### config.mk
export PLATFORM = sky130hd
export DESIGN_NAME = instruction_fetch_stage
export DESIGN_NICKNAME = d
export VERILOG_FILES = /design/src/rtl/instruction_fetch_stage.sv
export SDC_FILE = /design/constraint.sdc
export NUM_CORES = 1
export LEC_CHECK = 0
export ABC_AREA = 1
export BUFFER_PORTS_ARGS = -buffer_cell sky130_fd_sc_hd__buf_4
export CAP_MARGIN = 25
export CORE_UTILIZATION = 57
export CTS_BUF_LIST = sky130_fd_sc_hd__clkbuf_16
export DETAILED_ROUTE_END_ITERATION = 16
export GPL_ROUTABILITY_DRIVEN = 1
export PLACE_DENSITY_LB_ADDON = 0.15
export SETUP_SLACK_MARGIN = 0.15
export SYNTH_ARGS = -nofsm -noshare
export SYNTH_HDL_FRONTEND = slang
export SYNTH_SLANG_ARGS = --single-unit
### constraint.sdc
create_clock -name clk -period 4.1 [get_ports clk]
set_clock_uncertainty 0.15 [all_clocks]
set_input_delay 0.205 -clock clk [delete_from_list [all_inputs] [get_ports clk]]
set_output_delay 0.205 -clock clk [all_outputs]
set_load 0.02 [all_outputs]
### src/rtl/instruction_fetch_stage.sv
// instruction_fetch_stage
//   PC register and IF/ID pipeline register of the MIPS core. Presents the
//   current PC to a combinational instruction memory and registers the
//   returned instruction together with its PC+4 for the decode stage.
//   Jump and branch redirects from decode squash the slot fetched in the
//   redirect cycle. Fetches at or beyond IMEM_WORDS*4 yield a NOP carrying a
//   fault flag, and the PC keeps advancing.
//
// Ports
//   clk, rst_n     clock and asynchronous active-low reset
//   imem_addr      byte address to instruction memory (always pc_q)
//   imem_instr     instruction returned combinationally for imem_addr
//   stall          hold PC and IF/ID contents
//   jump           redirect to {branch_pc4[31:28], jump_index, 2'b00}
//   jump_index     J-format target field
//   branch_taken   redirect to branch_pc4 + sign-extended offset * 4
//   branch_offset  I-format immediate of the branch
//   branch_pc4     PC+4 of the branch or jump held in decode
//   if_id_instr    registered instruction (NOP for bubbles / faults)
//   if_id_pc4      registered PC+4 of if_id_instr
//   if_id_valid    if_id_instr is a real fetch, not a bubble
//   if_id_fault    if_id_instr came from an out-of-range address
module instruction_fetch_stage #(
  parameter logic [31:0] RESET_PC   = 32'h0000_0000,
  parameter int unsigned IMEM_WORDS = 51
) (
  input  logic        clk,
  input  logic        rst_n,
  output logic [31:0] imem_addr,
  input  logic [31:0] imem_instr,
  input  logic        stall,
  input  logic        jump,
  input  logic [25:0] jump_index,
  input  logic        branch_taken,
  input  logic [15:0] branch_offset,
  input  logic [31:0] branch_pc4,
  output logic [31:0] if_id_instr,
  output logic [31:0] if_id_pc4,
  output logic        if_id_valid,
  output logic        if_id_fault
);

  // Limit kept two bits wider than the PC so large IMEM_WORDS cannot wrap.
  localparam logic [33:0] IMEM_LIMIT = 34'(IMEM_WORDS) << 2;

  logic [31:0] pc_q;
  logic [31:0] pc4;
  logic [31:0] jump_target;
  logic [31:0] branch_disp;
  logic [31:0] branch_target;
  logic        oor;

  assign imem_addr     = pc_q;
  assign pc4           = pc_q + 32'd4;
  assign jump_target   = {branch_pc4[31:28], jump_index, 2'b00};
  assign branch_disp   = {{14{branch_offset[15]}}, branch_offset, 2'b00};
  assign branch_target = branch_pc4 + branch_disp;
  assign oor           = ({2'b00, pc_q} >= IMEM_LIMIT);

  always_ff @(posedge clk or negedge rst_n) begin
    if (!rst_n) begin
      pc_q        <= RESET_PC;
      if_id_instr <= '0;
      if_id_pc4   <= '0;
      if_id_valid <= 1'b0;
      if_id_fault <= 1'b0;
    end else if (jump) begin
      // Redirects squash the in-flight slot; if_id_pc4 is left untouched.
      pc_q        <= jump_target;
      if_id_instr <= '0;
      if_id_valid <= 1'b0;
      if_id_fault <= 1'b0;
    end else if (branch_taken) begin
      pc_q        <= branch_target;
      if_id_instr <= '0;
      if_id_valid <= 1'b0;
      if_id_fault <= 1'b0;
    end else if (!stall) begin
      pc_q        <= pc4;
      if_id_pc4   <= pc4;
      if_id_valid <= 1'b1;
      if_id_fault <= oor;
      if_id_instr <= oor ? '0 : imem_instr;
    end
  end

endmodule

# Word-level counts from Yosys, hierarchy flattened
# Cells that the tools add are included.
# Widths: inputs -> output; s select.
# totals
reg_bits,98
latch_bits,0
mem_bits_rw,0
rom_bits,0
in_bits,111
output_inout_bits,98
wordCells,26
n_memories,0
# classes
n_addsub,2
mul,0
div_mod_pow,0
magnitude_cmp,1
eq_ne,1
shift,0
n_mux,13
bitwise_logic,3
n_reduce_logical,1
# ops
cell,n
$mux 32,7
$add 32x3->32 const B,1
$add 32x32->32,1
$ge 32x8->1 const B,1
$mux 1,6
$ne 3x1->1 const B,1
$not 1->1,3
$reduce_and 3->1,1

# Depth between registers and ports, before layout
# Gate-level depths: netlist (run 1).
# depth
ltp_word,5
depth_mapped,15
mapped_depth_nobuf,15

# Worst setup path before layout (run 1)
# No wires, ideal clock.
# synth_timing
path_kind,flip-flop to flip-flop
startpoint,reg pc_q[2] (netlist: imem_addr[2])
endpoint,reg pc_q[20] (netlist: imem_addr[20])
setup_time_ps,117
arrival_time_ps,1732
required_time_ps,3833
path_slack_ps,2101
stages_incl_launch_ff,14
n_path_buf,0
synth_period_minus_slack_ps,1999
path_cell_list,dfrtp_1 > ha_1 > nand3_4 > nor2_4 > nand2_4 > nor2_4 > nand2_4 > xnor2_2 > nand2_1 > nand2_1 > inv_1 > nand2_1 > nand2_1 > nand2_1
# synth_via
elab_chain_cells,4
# synth_rtl
element,line,text
"start, declared",46,logic [31:0] pc_q;
"start signal, assigned",69,pc_q <= jump_target;
"start signal, assigned",74,pc_q <= branch_target;
"start signal, assigned",79,pc_q <= pc4;
$add 32x3->32,54,assign pc4 = pc_q + 32'd4;
$mux 32,78,end else if (!stall) begin
$mux 32,73,end else if (branch_taken) begin
$mux 32,67,end else if (jump) begin
# Every way passes these cells. The select of a mux whose other input is x is not followed.
# A chain may end at the register's enable or synchronous reset.

# Worst setup path in the final report (run 1)
# layout_timing
startpoint,reg pc_q[2] (netlist: imem_addr[2])
endpoint,reg pc_q[16] (netlist: imem_addr[16])
# The elaborated chain is that of the path after synthesis.

==> out/qor.yml, run 1 <==
final_layout_size_suffix_gt1_share_pct: 21.0
clock_path_buffers: 2
setup-violations-final: 0
final_nets: 1418
wl_per_cell_microns: 16.0
rows: 40
finalCritPeriodShare_pct: 54.6
drc: 0
timing.setup.tns_ps: 0
hold_depth: 3
cts_setup_buffers: 0
drv_cap: 0
p_sw_share_pct: 37.9
synth-main-ff-cell: "dfrtp_1"
grt_pass1_vias: 7249
p_per_area_nw_per_um2: 329
n_antenna_cell: 0
crit_type: "reg -> reg"
ys_seq_elements: 98
dieWidth_microns: 114
ant_nets: 0
clk_pin_slew_ps: 70
postSynthAreaPerCell_sq_um: 6.76
synth_compound_area_share_pct: 12.4
synth_commonest_cells: "nand2_1, inv_1, dfrtp_1, nor2_1, a21oi_1"
synth_top_area_cell: "dfrtp_1"
netlist_area_sq_um: 7090
r2r_cells: 8
cts-buffers-inserted: 9
slew_viol_final: 0
peakVddDrop_mv: 0.286
grt_setup_unrepaired: "no"
yosys.area_share.adder_pct: 5.57
yosys_warnings: 0
yosysUniqueCellTypes: 48
async_flop_share_pct: 100
holdWs_ps: 8.33
ctsHoldBuffers: 34
synth_edf_count: 0
intPower_w: 0.00193
grt_use_total_pct: 36.7
period_needed_ps: 2240
fmax_mhz: 447
syn_to_final_growth_pct: 32.9
wirelength_mm: 23.2
synthTopCellsByArea: "dfrtp_1, nand2_1, ha_1"
seqPwrFrac_pct: 39.0
initial_utilization_pct: 58.8
required_ps: 4220
port_buffers: 208
routabilityCongestion: 0.941
p_leak_nw: 4.97
ys_seq_area_share_pct: 34.6
grt-ovfl-total: 0
synthCells: 1049
maxSlewHeadroom_pct: 45.3
path_max_fanout: 6
cp-start-kind: "flip-flop"
via_per_inst: 5.49
drtIter0Drc: 819
root_buffer: "clkbuf_16"
die_y_microns: 114
synth_nets: 1191
outcome: "completed"
synth_most_common_cell: "nand2_1"
cts_tree: "built"
dieArea_sq_um: 12900
clock-sinks: 98
cts_max_level: 3
coreArea_sq_um: 12100
clkPwrFrac_pct: 26.6
dr.pass1.iters: 7
min_path_type: "in -> reg"
synth_top_family_by_area: "simple AND/OR/NAND/NOR gates"
grt_max_degree: 63
muxShareOfSynthArea_pct: 0
tightest_slew_ps: 820
num_vias: 7958
cp_data_arrival_time_ps: 2350
switchingPower_w: 0.00117
clk_latency_ps: 350
hold_viol_final: 0
hpwl_mm: 17.3
critPathCaptureType: "flip-flop"
p_comb_share_pct: 34.5
nFillCells: 947
synth_top_area_share_pct: 34.6
ctsResizeCount: 0
grt_antenna_before_repair: 0
io-pin-count: 209
grt_pass1_wl_mm: 36.9
synth_xor_area_share_pct: 3.79
synth-simple-area-share_pct: 35.9
[cell usage in the layout, fill, tap and decap left out, types with 3 or more instances in the layout]
master         netlist  layout
nand2_1            392     392
buf_4                4     214
inv_1              100     100
dfrtp_1             98      98
nor2_1              83      83
a21oi_1             68      68
o21ai_0             60      60
nand3_1             52      52
dlygate4sd3_1        0      34
ha_1                30      30
xor2_1              24      24
nand4_1              9       9
nor3_1               9       9
clkbuf_16            0       9
inv_2                8       8
nand3b_1             7       7
nor4_1               6       6
o21bai_1             6       6
nor2_4               5       6
a31oi_1              5       5
nor2_2               6       5
nor3_2               5       5
nand2_2              4       4
clkinv_4             0       4
o211ai_1             3       3
o21ai_1              3       3
xnor2_1              3       3
a221oi_1             3       3
[logic make-up (layout without fill, tap and decap cells)]
group                      after synthesis  count (layout)
DFF                                     98              98
xor gates and xnor gates                29              29
and+or+nand+nor                        590             590
buffers and inverters                  141             373
AOI/OAI and AO/OA                      160             160
adders and majority gates               31              31
[through the flow]
| step | worst slack [ps] | instances | utilization [%] | total power (W) | cell area (sq um) |
|---|---|---|---|---|---|
| after floorplan | 2100 | 1049 | - | 0.00179 | 7090 |
| after global placement | 1860 | 1398 | 72.7 | 0.00222 | 8770 |
| after detailed placement | 1800 | 1399 | 72.9 | 0.00224 | 8790 |
| after CTS | 1900 | 1449 | 78.2 | 0.00308 | 9430 |
| after global routing | 1780 | 1449 | 78.2 | 0.00325 | 9430 |
| final | 1860 | 1449 | 78.2 | 0.00310 | 9430 |
[power by group through the flow]
stage | logic [W] | registers [W] | clock network [W]
2_1_floorplan | 0.000474 | 0.00132 | 0
4_1_cts | 0.00105 | 0.00120 | 0.000830
6_report | 0.00107 | 0.00121 | 0.000824
3_3_place_gp | 0.00100 | 0.00122 | 0
3_5_place_dp | 0.00102 | 0.00122 | 0
5_1_grt | 0.00116 | 0.00122 | 0.000878
[routing by layer]
metal / track usage (%) / part of all wire, % / vias up / wire [microns]
met3: 5.42 / 8.7 / 49 / 2010
met5: 0 / 0 / - / 0
met2: 59.6 / 47 / 415 / 10900
li1: - / - / 3837 / -
met1: 50.0 / 41 / 3657 / 9620
met4: 13.7 / 2.8 / 0 / 649
[worst max-delay path, stage by stage (launching register included)]
cell and delay (ps):
dfrtp_1 470, ha_1 320, nand3_4 130, nor2_4 200, nand2_4 100, nor2_4 130
xor2_1 360, nand2_1 100, a31oi_1 190
[layout make-up]
class	count	area [sq um]	share of cell area [%]
clock buffers	9	225	2.39
inverters	108	405	4.30
well taps	168	210	2.23
clock inverters	7	66.3	0.703
flip-flops and latches	98	2450	26.0
multi-input cells	810	4090	43.4
repair buffers	249	1970	20.9
[registers in the layout, summed over array words and instances, names as in the netlist]
name	cells
if_id_fault	1
if_id_pc4	32
if_id_instr	32
if_id_valid	1
imem_addr	32
[path summary, 6_finish.rpt]
check / from / to / slack [ps]
max in group asynchronous: rst_n / imem_addr[15] / 2430
worst min-delay path: imem_instr[9] / if_id_instr[9] / 8
min in group asynchronous: rst_n / if_id_instr[9] / 330
worst max-delay path: imem_addr[2] / imem_addr[16] / 1860
worst max register to register: imem_addr[2] / imem_addr[16] / 1860
worst min register to register: if_id_pc4[4] / if_id_pc4[4] / 330
(Power assumes the default switching activity.)
==> inputs of run 2 (changes only) <==
--- a/config.mk
+++ b/config.mk
@@ -5,10 +5,10 @@
 export SDC_FILE = /design/constraint.sdc
 export NUM_CORES = 1
 export LEC_CHECK = 0
-export ABC_AREA = 1
+export ABC_AREA = 0
 export BUFFER_PORTS_ARGS = -buffer_cell sky130_fd_sc_hd__buf_4
 export CAP_MARGIN = 25
-export CORE_UTILIZATION = 57
+export CORE_UTILIZATION = 52
 export CTS_BUF_LIST = sky130_fd_sc_hd__clkbuf_16
 export DETAILED_ROUTE_END_ITERATION = 16
 export GPL_ROUTABILITY_DRIVEN = 1
==> constraint.sdc (replaced) <==
create_clock -name clk -period 2.34 [get_ports clk]
set_clock_uncertainty 0.15 [all_clocks]
set_input_delay 0.117 -clock clk [delete_from_list [all_inputs] [get_ports clk]]
set_output_delay 0.117 -clock clk [all_outputs]
set_load 0.02 [all_outputs]
==> run 2 against run 1 <==
Net effect: count of clock-buffer cells in the layout did not move; utilization rose by 1.4 points; hold slack gained 24 ps; sequential share of layout area fell by 0.21 points; synthesized cell count fell by 31%; clock power rose by 64%; wire length shrank 5.3%; register-to-register slack worse by 1700 ps; global-route usage is 2.1 points lower; via count fell by 12%.
==> out/qor.yml, run 2 <==
outcome: "completed"
synthTopCellsByArea: "dfrtp_1, nand2_1, ha_1"
async_flop_share_pct: 100
hpwl_mm: 15.5
cp_slowest_cell: "fa_2"
slew_viol_final: 0
final.setup.worst_slack_ps: 210
required_ps: 2430
ys_seq_area_share_pct: 38.4
cts-buffers-inserted: 9
synth_commonest_cells: "nand2_1, dfrtp_1, nor2_1, o21ai_0, a21oi_1"
synth_top_area_cell: "dfrtp_1"
cts_tree: "built"
via_per_inst: 5.92
synth_edf_count: 0
clk_pin_slew_ps: 70
grt_use_total_pct: 34.6
path_cells: "buf_4 -> ha_4 -> fa_2 -> a211oi_2 -> o21ai_4 -> o2111ai_4 -> and2_4 -> o2111ai_2 -> a31oi_1 -> xnor2_1 -> o221a_2"
critPathCaptureType: "flip-flop"
drv_cap: 0
postSynthAreaPerCell_sq_um: 8.76
finalNonFillerCells: 1182
crit_type: "in -> reg"
tightest_slew_ps: 598
final_cell_mix: "buf_4, nand2_1, dfrtp_1, dlygate4sd3_1, nor2_1"
grt_max_degree: 59
root_buffer: "clkbuf_16"
p_total_w: 0.00546
ys_seq_elements: 98
drtIter0Drc: 724
drc: 0
yosysUniqueCellTypes: 64
slowest_delay_ps: 350
layout_commonest_cell: "buf_4"
syn_to_final_growth_pct: 49.1
netlist_area_sq_um: 6380
utilization_pct: 79.5
hold_viol_final: 0
timing.setup.tns_ps: 0
yosys_warnings: 0
num_vias: 6999
synth_most_common_cell: "nand2_1"
routabilityCongestion: 0.924
dieArea_sq_um: 12700
cts_max_level: 3
period_needed_ps: 2130
initial_utilization_pct: 53.3
grt_pass1_wl_mm: 34.6
dieWidth_microns: 113
clk_latency_ps: 340
n_antenna_cell: 0
synth_top_area_share_pct: 38.4
cp-start-kind: "input pin"
wl_per_cell_microns: 18.6
maxSlewHeadroom_pct: 60.0
min_path_type: "in -> reg"
fmax_mhz: 469
p_per_area_nw_per_um2: 574
wirelength_mm: 22.0
finalCritPeriodShare_pct: 91.0
io-pin-count: 209
clock-sinks: 98
port_buffers: 208
ant_nets: 0
setup-violations-final: 0
coreArea_sq_um: 12000
clock_path_buffers: 2
grt_antenna_before_repair: 0
dr.pass1.iters: 7
synth-main-ff-cell: "dfrtp_1"
grt-ovfl-total: 0
p_leak_nw: 4.51
die_y_microns: 113
grt_pass1_vias: 6760
path_max_fanout: 3
rows: 40
placed_cells_incl_taps: 1103
cp_data_arrival_time_ps: 2220
pre_cts_slack_ps: -213
final_layout_size_suffix_gt1_share_pct: 32.0
peakVddDrop_mv: 0.397
synthCells: 728
synth_nets: 870
final_nets: 1172
grt_setup_unrepaired: "yes"
[run 2: kinds of logic (layout without fill, tap and decap cells)]
| logic type | count (synthesis) | in the layout | synth area share (%) |
|---|---|---|---|
| compound gates | 225 | 225 | 23.9 |
| fa+ha+maj | 31 | 31 | 6.20 |
| mux | 8 | 8 | 1.29 |
| flops | 98 | 98 | 38.4 |
| simple gates | 248 | 248 | 18.1 |
| buf+inv | 57 | 364 | 3.69 |
| xor+xnor | 61 | 61 | 8.37 |
[run 2: metal layers]
metal	vias up	global-route usage (%)	share of wire [%]	wire length, microns
met2	383	60.5	49	10800
met1	3308	44.1	41	8940
met4	0	9.96	2.4	521
li1	3253	-	-	-
met5	-	0	0	0
met3	55	6.00	7.8	1720
[run 2: worst paths after layout]
kind | from | cells past startpoint | to | slack, ps
setup / recovery | branch_offset[0] | 11 | imem_addr[30] | 210
hold / removal | branch_pc4[31] | 3 | imem_addr[31] | 30
setup reg to reg | imem_addr[20] | 7 | imem_addr[27] | 210
hold reg to reg | if_id_pc4[1] | 2 | if_id_pc4[1] | 330
max in group asynchronous | rst_n | 3 | imem_addr[25] | 1280
min in group asynchronous | rst_n | 2 | if_id_instr[11] | 120
[run 2: power breakdown]
part           internal (W)  switching (W)
Sequential          0.00188       0.000180
Combinational      0.000939        0.00111
Clock              0.000715       0.000634
Total               0.00353        0.00192
[run 2: cell type report]
class	instances	area (sq um)
inverter	9	33.8
multi-input combinational	573	3830
clock inverter	7	43.8
timing repair buffer	339	2740
tap	147	184
sequential	98	2450
clock buffer	9	225
fill	781	2450
[run 2: repair_timing]
action                     CTS  global route
gates resized for setup      1            19
hold endpoints to repair   157             0
setup endpoints to repair    1            46
cloned                       0             0
hold buffers                62             0
pin swaps                    1            11
setup buffers                1             0
[run 2: critical path, delay by kind of cell]
| family | cells | cell delay [ps] |
|---|---|---|
| AOI/OAI and AO/OA | 6 | 1170 |
| and+or+nand+nor | 1 | 200 |
| buffers and inverters | 1 | 120 |
| adders and majority gates | 2 | 510 |
| xor gates and xnor gates | 1 | 90 |
[run 2: stage by stage]
stage,hold WS [ps],instance area (sq um)
floorplan,-329,6410
global placement,-69.0,8510
detailed placement,-63.6,8510
CTS,20.5,9420
global route,38.1,9510
finish,31.9,9510
